$ cat src/rtl/daq_wb_master.sv
// Single-cycle Wishbone B3 classic master driven by the DAQ file-access state machine.
// Optional bus timeout enabled by defining DAQ_WB_TIMEOUT_EN.
module daq_wb_master #(
  parameter int unsigned dw             = 32,
  parameter int unsigned aw             = 32,
  parameter int unsigned TIMEOUT_CYCLES = 256
) (
  input  logic          wb_clk,
  input  logic          wb_rst_n,
  input  logic          start,
  input  logic [aw-1:0] address,
  input  logic [3:0]    selection,
  input  logic          write,
  input  logic [dw-1:0] data_wr,
  output logic          active,
  output logic [dw-1:0] data_rd,
  output logic          bus_err,
  output logic [aw-1:0] wb_adr_o,
  output logic [dw-1:0] wb_dat_o,
  output logic [3:0]    wb_sel_o,
  output logic          wb_we_o,
  output logic          wb_cyc_o,
  output logic          wb_stb_o,
  input  logic [dw-1:0] wb_dat_i,
  input  logic          wb_ack_i,
  input  logic          wb_err_i
);

  typedef enum logic [1:0] {
    IDLE    = 2'd0,
    BUS     = 2'd1,
    RELEASE = 2'd2
  } state_t;

  state_t        state_q, state_d;
  logic          active_q, active_d;
  logic [dw-1:0] data_rd_q, data_rd_d;
  logic          bus_err_q, bus_err_d;
  logic [aw-1:0] adr_q, adr_d;
  logic [dw-1:0] dat_q, dat_d;
  logic [3:0]    sel_q, sel_d;
  logic          we_q, we_d;
  logic          cyc_q, cyc_d;

`ifdef DAQ_WB_TIMEOUT_EN
  logic [15:0]   tmo_cnt_q, tmo_cnt_d;
  logic          tmo_hit;
  assign tmo_hit = (tmo_cnt_q == 16'(TIMEOUT_CYCLES - 1));
`endif

  always_comb begin
    state_d   = state_q;
    active_d  = active_q;
    data_rd_d = data_rd_q;
    bus_err_d = 1'b0;
    adr_d     = adr_q;
    dat_d     = dat_q;
    sel_d     = sel_q;
    we_d      = we_q;
    cyc_d     = cyc_q;
`ifdef DAQ_WB_TIMEOUT_EN
    tmo_cnt_d = tmo_cnt_q;
`endif
    unique case (state_q)
      IDLE: begin
        active_d = 1'b0;
        cyc_d    = 1'b0;
        if (start) begin
          adr_d    = address;
          sel_d    = selection;
          we_d     = write;
          dat_d    = data_wr;
          cyc_d    = 1'b1;
          active_d = 1'b1;
          state_d  = BUS;
`ifdef DAQ_WB_TIMEOUT_EN
          tmo_cnt_d = '0;
`endif
        end
      end
      BUS: begin
`ifdef DAQ_WB_TIMEOUT_EN
        tmo_cnt_d = tmo_cnt_q + 16'd1;
`endif
        // err outranks ack; either outranks the timeout
        if (wb_err_i) begin
          cyc_d     = 1'b0;
          active_d  = 1'b0;
          data_rd_d = '0;
          bus_err_d = 1'b1;
          state_d   = RELEASE;
        end else if (wb_ack_i) begin
          cyc_d    = 1'b0;
          active_d = 1'b0;
          if (!we_q) data_rd_d = wb_dat_i;
          state_d  = RELEASE;
        end
`ifdef DAQ_WB_TIMEOUT_EN
        else if (tmo_hit) begin
          cyc_d     = 1'b0;
          active_d  = 1'b0;
          data_rd_d = '1;
          bus_err_d = 1'b1;
          state_d   = RELEASE;
        end
`endif
      end
      RELEASE: begin
        cyc_d    = 1'b0;
        active_d = 1'b0;
        if (!start) state_d = IDLE;
      end
      default: begin
        cyc_d    = 1'b0;
        active_d = 1'b0;
        state_d  = IDLE;
      end
    endcase
  end

  always_ff @(posedge wb_clk or negedge wb_rst_n) begin
    if (!wb_rst_n) begin
      state_q   <= IDLE;
      active_q  <= 1'b0;
      data_rd_q <= '0;
      bus_err_q <= 1'b0;
      adr_q     <= '0;
      dat_q     <= '0;
      sel_q     <= '0;
      we_q      <= 1'b0;
      cyc_q     <= 1'b0;
    end else begin
      state_q   <= state_d;
      active_q  <= active_d;
      data_rd_q <= data_rd_d;
      bus_err_q <= bus_err_d;
      adr_q     <= adr_d;
      dat_q     <= dat_d;
      sel_q     <= sel_d;
      we_q      <= we_d;
      cyc_q     <= cyc_d;
    end
  end

`ifdef DAQ_WB_TIMEOUT_EN
  always_ff @(posedge wb_clk or negedge wb_rst_n) begin
    if (!wb_rst_n) tmo_cnt_q <= '0;
    else           tmo_cnt_q <= tmo_cnt_d;
  end
`endif

  assign active   = active_q;
  assign data_rd  = data_rd_q;
  assign bus_err  = bus_err_q;
  assign wb_adr_o = adr_q;
  assign wb_dat_o = dat_q;
  assign wb_sel_o = sel_q;
  assign wb_we_o  = we_q;
  assign wb_cyc_o = cyc_q;
  assign wb_stb_o = cyc_q;

endmodule

$ cat config.mk
export PLATFORM = sky130hd
export DESIGN_NAME = daq_wb_master
export DESIGN_NICKNAME = d
export VERILOG_FILES = /design/src/rtl/daq_wb_master.sv
export SDC_FILE = /design/constraint.sdc
export NUM_CORES = 1
export LEC_CHECK = 0
export CAP_MARGIN = 20
export CORE_ASPECT_RATIO = 0.9
export CORE_UTILIZATION = 42
export CTS_CLUSTER_DIAMETER = 200
export DETAILED_ROUTE_END_ITERATION = 16
export PLACE_DENSITY = 0.85
export SLEW_MARGIN = 10
export SYNTH_ARGS = -nofsm -noshare
export SYNTH_HDL_FRONTEND = slang
export SYNTH_SLANG_ARGS = --single-unit
$ cat constraint.sdc
create_clock -name wb_clk -period 4 [get_ports wb_clk]
set_input_delay 0.6 -clock wb_clk [delete_from_list [all_inputs] [get_ports wb_clk]]
set_output_delay 0.6 -clock wb_clk [all_outputs]
set_load 0.005 [all_outputs]
# == Word level (Yosys, flattened, before mapping) ==
# Cells that the tools add are included.
# classes
n_reduce_logical,5
n_eq_ne,6
muxes,14
# op_table
op,count
$mux W32,3
$mux W2,4
$ne A2 B2 Y1 const B,3
$pmux W2 S3,1
$reduce_and A3 Y1,2
$mux W1,5
$ne A3 B3 Y1 const B,1
$eq A2 B1 Y1 const B,1
$eq A2 B2 Y1 const B,1
$logic_not A2 Y1,1
$pmux W1 S2,1
$reduce_and A2 Y1,1
$reduce_bool A2 Y1,1
# word_totals
inputBits,106
reg_bits,105
out_inout_bits,105
word_cells,33

# == Longest topological paths before layout ==
# logic_depth
word_depth,3
ltp_mapped,4
depth_no_buf,3

# == Worst setup path after synthesis ==
# Ideal clock, no wire load.
# synth_timing
path_kind,input to register
start,in start
end,"reg adr_q[0], in the netlist wb_adr_o[0]"
path_buffers,2
arrival_ps,1406
stages,4
setup_ps,127
required_ps,3873
path_slack_ps,2466
path_cell_list,nor3b_1 buf_4 buf_6 mux2_1
# synth_between
elab_chain_cells,1
# synth_rtl
element,line_no,text
start: declaration,10,"input logic start,"
$reduce_and A2 Y1 (no line),-,
end signal: assignment,137,adr_q <= adr_d;
end: declaration,39,"logic [aw-1:0] adr_q, adr_d;"
# Every way passes these cells.
# A chain may end at the register's enable or synchronous reset.

# == Final worst setup path ==
# layout_timing
start,in start
end,"reg dat_q[0], in the netlist wb_dat_o[0]"
# layout_between
elab_chain_cells,1
# layout_rtl
element,line_no,text
$reduce_and A2 Y1 (no line),-,
end signal: assignment,138,dat_q <= dat_d;
end: declaration,40,"logic [dw-1:0] dat_q, dat_d;"
# Every way passes these cells.

==> flow_metrics.tcl <==
set metrics [dict create \
    power_report.internal_total_mw 3.30 \
    timing.critical_path.arrival_ns 2.17 \
    synthesis.nets 340 \
    crit_path_max_fanout 39 \
    cp_top_family "buffers and inverters" \
    synth_top_family_by_area "multiplexers" \
    critical-path-max-stage-delay_ns 0.47 \
    ports 211 \
    antenna_violations_before_repair 0 \
    post_cts_buffers 0 \
    synth_compound_area_share_pct 7.90 \
    dp_slack_ns 1.48 \
    rsz_0062_raised_after_global_routing "false" \
    post_detail_place_hpwl_um 6970 \
    fin_crit_ns 1.95 \
    required_ns 4.22 \
    timing.reg2reg.setup_slack_ns 2.32 \
    cts_buffers 9 \
    part_of_the_yosys_area_used_for_sequential_elements_pct 66.9 \
    cts-resized-gates 0 \
    hold_ws_ns 0.368 \
    finalClockSkew_ns 0.0141 \
    nNetsFinal 551 \
    synth_area_leader_cell "sky130_fd_sc_hd__dfrtp_1" \
    fraction_of_synthesized_cell_area_taken_by_the_top_area_cell_type_pct 66.9 \
    ys_async_sr_fraction_pct 100 \
    clock_tree.buffer_depth 2 \
    worst_setup_hold_path_clk_slew_ns 0.10 \
    vdd_drop_max_mv 0.373 \
    ctsHtreeMaxLevel 3 \
    clkSinkCount 105 \
    grt_start_max_net_pins 54 \
    gp_congestion 0.755 \
    clock_insertion_delay_worst_skew_ns 0.34 \
    power.share.combinational_pct 42.2 \
    avgRoutedWirePerCell_um 16.4 \
    synthXorXnorAreaFrac_pct 0 \
    clockRootBuffer "sky130_fd_sc_hd__clkbuf_8" \
    drive_above_1_share_pct 5.79 \
    critical_path.startpoint_type "input pin" \
    antenna_diode_count 0 \
    cts_tree "yes" \
    net_switching_component_of_the_power_mw 1.20 \
    chain_of_cells_forming_the_critical_path "clkdlybuf4s50_1, nor3b_2, buf_4, mux2_1" \
    power.share.sequential_pct 41.0 \
    first_global_vias 2902 \
    dominantRegCellSynth "sky130_fd_sc_hd__dfrtp_1" \
    port_buffers 210 \
    initial_utilization_pct 43.3 \
    total_power_mw 4.50 \
    worst_reg2reg_startpoint "wb_we_o$_DFFE_PN0P_" \
    initialDrtViolationCount 68 \
    areaGrowthSynthToFinish_pct 61.0 \
    critical_path_buf_inv_count 2 \
    max_freq_ghz 0.514 \
    die_area_mm2 0.00975 \
    die_wd_um 104 \
    multiInputGateArea_mm2 0.00116 \
    run_status "finished, final reports clean" \
    synthAdderAreaFrac_pct 0 \
    final_max_slew_viol_count 0 \
    most_instantiated_library_cell_after_synthesis "sky130_fd_sc_hd__dfrtp_1" \
    layout.filler_cells 667 \
    groute.usage.overall_pct 19.4 \
    yosysWarningCount 0 \
    vias 2743 \
    worstSetupEndpointType "flip-flop" \
    wire_length_of_the_first_global_routing_pass_um 14800 \
    worst-slew-pin-transition_ns 0.670 \
    ys_ff_latch 105 \
    synth_edf_count 0 \
    synthesis.area_per_instance_um2 16.8 \
    viasPerCell 4.80 \
    crit_share_post_route_pct 48.7 \
    net_switching_fraction_of_the_power_pct 26.6 \
    layout_setup_ws_ns 2.05 \
    stdcell_count 571 \
    crit_type "in2reg" \
    synth_area_leaders "sky130_fd_sc_hd__dfrtp_1 67%, sky130_fd_sc_hd__mux2_1 19%, sky130_fd_sc_hd__a22o_1 7.1%" \
    power_density_mw_per_mm2 710 \
    synth.cells.most_frequent "105 x sky130_fd_sc_hd__dfrtp_1, 68 x sky130_fd_sc_hd__mux2_1, 32 x sky130_fd_sc_hd__a22o_1" \
    crit_slowest_cell "sky130_fd_sc_hd__clkdlybuf4s50_1" \
    antenna_violating_nets_post_route 0 \
    post_route_cell_area_mm2 0.00633 \
    post_synth_and_or_nand_nor_area_fraction_pct 1.66 \
    synthMuxAreaShare_pct 19.8 \
    std_cell_rows 33 \
    placed_cells_incl_taps 554 \
    setup_total_negative_slack_ns 0 \
    synth_cells 234 \
    regArea_mm2 0.00263 \
    cts_hold_buf 0 \
    worstReg2RegEnd "data_rd[3]$_DFFE_PN0P_" \
    finalCoreUtilization_pct 69.7 \
    min_path_type "in2async" \
    share_clk_of_total_power_pct 16.8 \
    r2r.worst_path.cells 4 \
    finalWirelength_um 9360 \
    drt_first_pass_iters 4 \
    die_h_um 93.8 \
    drc 0 \
    grt_overflow_total 0 \
    dpl_cell_area_mm2 0.00607 \
    number_of_unique_standard_cell_types_used_by_synthesis 18 \
    floorplan.core_area_mm2 0.00908 \
    slew_headroom_pct 55.4 \
    max-cap-violations 0 \
    setup-violations-final 0 \
    final_hold_vios 0 \
    post_synth_instance_area_mm2 0.00393 \
    leakage_nw 2.68 \
]
[power groups by stage]
stage / registers (mW) / clock network, mW / logic, mW
final: 1.84 / 0.754 / 1.90
after global routing: 1.91 / 0.817 / 2.03
after CTS: 1.85 / 0.776 / 1.92
after detailed placement: 1.86 / 0 / 1.91
after global placement: 1.84 / 0 / 1.86
after floorplan: 1.88 / 0 / 0.625
[layer usage]
layer,GRT usage [%],share of wire (%),wire (um)
met1,24.0,42,3900
met2,33.1,51,4740
met3,4.85,6.1,574
met4,7.50,1.6,149
met5,0,0,0
[registers in the layout, indices dropped and copies added (netlist names)]
register and count:
data_rd 32, wb_we_o 1, state_q 2, active 1, wb_adr_o 32, wb_dat_o 32
bus_err 1, wb_sel_o 4
[worst reg2reg max path, stage by stage (launching register included)]
cell and delay [ns]:
sky130_fd_sc_hd__dfrtp_1 0.41, sky130_fd_sc_hd__and2b_1 0.23, sky130_fd_sc_hd__nor3b_4 0.59, sky130_fd_sc_hd__buf_8 0.25, sky130_fd_sc_hd__a22o_1 0.14
[worst max-delay path by stage]
stage                         endpoint     start  depth (start not counted)
3_5_place_dp    data_rd[8]$_DFFE_PN0P_  wb_ack_i                          4
5_1_grt         data_rd[4]$_DFFE_PN0P_  wb_ack_i                          5
3_3_place_gp   data_rd[27]$_DFFE_PN0P_  wb_ack_i                          4
6_report       wb_dat_o[0]$_DFFE_PN0P_     start                          4
2_1_floorplan  wb_adr_o[0]$_DFFE_PN0P_     start                          4
4_1_cts        data_rd[23]$_DFFE_PN0P_  wb_ack_i                          4
[cell type report]
cell class	instances	share of cell area (%)
Timing Repair Buffer	216	34.1
Tap cell	122	2.41
Multi-Input combinational cell	113	18.3
Clock inverter	5	1.64
Sequential cell	105	41.5
Clock buffer	10	2.02
[placed cells by master (no fill, tap or decap), types with 2 or more instances in the layout]
cell type | synthesis | final
sky130_fd_sc_hd__mux2_1 | 68 | 68
sky130_fd_sc_hd__clkdlybuf4s50_1 | 0 | 209
sky130_fd_sc_hd__clkbuf_8 | 0 | 9
sky130_fd_sc_hd__buf_4 | 3 | 5
sky130_fd_sc_hd__bufinv_16 | 0 | 3
sky130_fd_sc_hd__dfrtp_1 | 105 | 105
sky130_fd_sc_hd__buf_8 | 0 | 2
sky130_fd_sc_hd__a22o_1 | 32 | 32
sky130_fd_sc_hd__and2b_1 | 2 | 2
[cells by family after synthesis]
| logic type | after synthesis |
|---|---|
| DFF | 105 |
| AOI/OAI and AO/OA | 36 |
| muxes | 69 |
| buffers and inverters | 16 |
| and+or+nand+nor | 8 |
(Power assumes the default switching activity.)
==> RTL change (same settings) <==
`aw`: 32 -> 64.
--- a/src/rtl/daq_wb_master.sv
+++ b/src/rtl/daq_wb_master.sv
@@ -2,7 +2,7 @@
 // Optional bus timeout enabled by defining DAQ_WB_TIMEOUT_EN.
 module daq_wb_master #(
   parameter int unsigned dw             = 32,
-  parameter int unsigned aw             = 32,
+  parameter int unsigned aw             = 64,
   parameter int unsigned TIMEOUT_CYCLES = 256
 ) (
   input  logic          wb_clk,
Ports: changed (resized address and wb_adr_o); port bits go from 211 to 275. The function was not compared with the original's and may differ.
==> RTL change against the unedited design <==
Global-route usage increased by 2.5 points. Total power increased by 45%. Sequential cell count grew 32. Utilization is 3.9 points higher. Setup slack lost 0.080 ns. Wire length increased by 40%. Count of clock-buffer cells in the layout up 11. Final area rose by 35%. Synthesized area increased by 29%. Non-clock buffer count increased by 64. First-iteration DRC count rose by 38%. Critical path type unchanged. Largest cell class unchanged.
==> RTL change: results (changes against the unedited design) <==
Outcome
  • Run status: complete, no violations (unchanged)

GRT
  • Global-route wire length before repair: 20780 um (was 14830 um)
  • Met1 demand-to-capacity share in global routing: 0.2525 (was 0.2403)
  • Met2 track utilization from global routing: 0.3702 (was 0.3306)
  • Aggregate global-route resource usage: 0.2192 (was 0.1943)

STA
  • Fmax: 493.4 MHz (was 513.7 MHz)
  • Normalized max-slew margin: 0.5108 (was 0.5536)
  • Worst hold margin: 0.2075 ns (was 0.3684 ns)
  • Clock skew after layout: 0.005282 ns (was 0.01408 ns)

Floorplan
  • Initial core utilization: 0.4365 (was 0.4326)

Place
  • Number of instances in the placed design: 717 (was 554)
  • Routability Congestion: 0.7541 (was 0.7550)
  • Setup slack at placement: 1.338 ns (was 1.484 ns)
  • Post-DP HPWL: 9354 um (was 6968 um)

Worst setup path
  • Capture point of the worst reg-to-reg path: wb_dat_o[16] (was data_rd[3])
  • Worst R2R Start: state_q[1] (was wb_we_o)
  • Setup slack on the worst flop-to-flop path: 2.20 ns (was 2.32 ns)
  • Cell count of the worst reg-to-reg path: 3 (was 4)
  • Max stage delay on crit path: 0.60 ns (was 0.47 ns)

Synth
  • Number of instances in the synthesized netlist: 301 (was 234)
  • Largest cells by area after synthesis: sky130_fd_sc_hd__dfrtp_1, sky130_fd_sc_hd__mux2_1, sky130_fd_sc_hd__mux2_2 (was sky130_fd_sc_hd__dfrtp_1, sky130_fd_sc_hd__mux2_1, sky130_fd_sc_hd__a22o_1)

CTS
  • Clock latency of the later-clocked register in the worst-skew pair: 0.41 ns (was 0.34 ns)
  • Number of buffers created by CTS: 17 (was 9)
  • Cell at the root of the clock tree: sky130_fd_sc_hd__clkbuf_16 (was sky130_fd_sc_hd__clkbuf_8)

Drt
  • Routed length on met1: 5065 um (was 3896 um)
  • Met2 Wirelength: 6750 um (was 4739 um)
  • DRC violation total after the first TritonRoute iteration: 94 (was 68)
  • Count of vias placed by the detailed router: 3631 (was 2743)
  • Detail Route met3 WL: 985 um (was 574 um)

Layout
  • Number of filler cells placed in the layout: 743 (was 667)
[RTL change: changes by cell type after synthesis, moves of 3 or more]
cell | unedited run | this run
sky130_fd_sc_hd__buf_4 | 3 | 10
sky130_fd_sc_hd__clkbuf_1 | 0 | 3
sky130_fd_sc_hd__buf_6 | 10 | 0
sky130_fd_sc_hd__mux2_2 | 1 | 30
sky130_fd_sc_hd__dfrtp_1 | 105 | 137
sky130_fd_sc_hd__buf_2 | 3 | 6
sky130_fd_sc_hd__mux2_1 | 68 | 71
[RTL change: cell families (layout without fill, tap and decap cells)]
family	Yosys count	in the layout	share of synthesized area
simple gates	8	8	0.01263
compound gates	36	36	0.06067
mux	101	101	0.2251
buf+inv	19	311	0.02303
flops	137	137	0.6786
[RTL change: cell type report]
class	count	area share
Clock buffer	21	0.05170
Clock inverter	10	0.01498
Multi-Input combinational cell	145	0.1789
Sequential cell	137	0.4024
Tap cell	156	0.02291
Timing Repair Buffer	280	0.3291
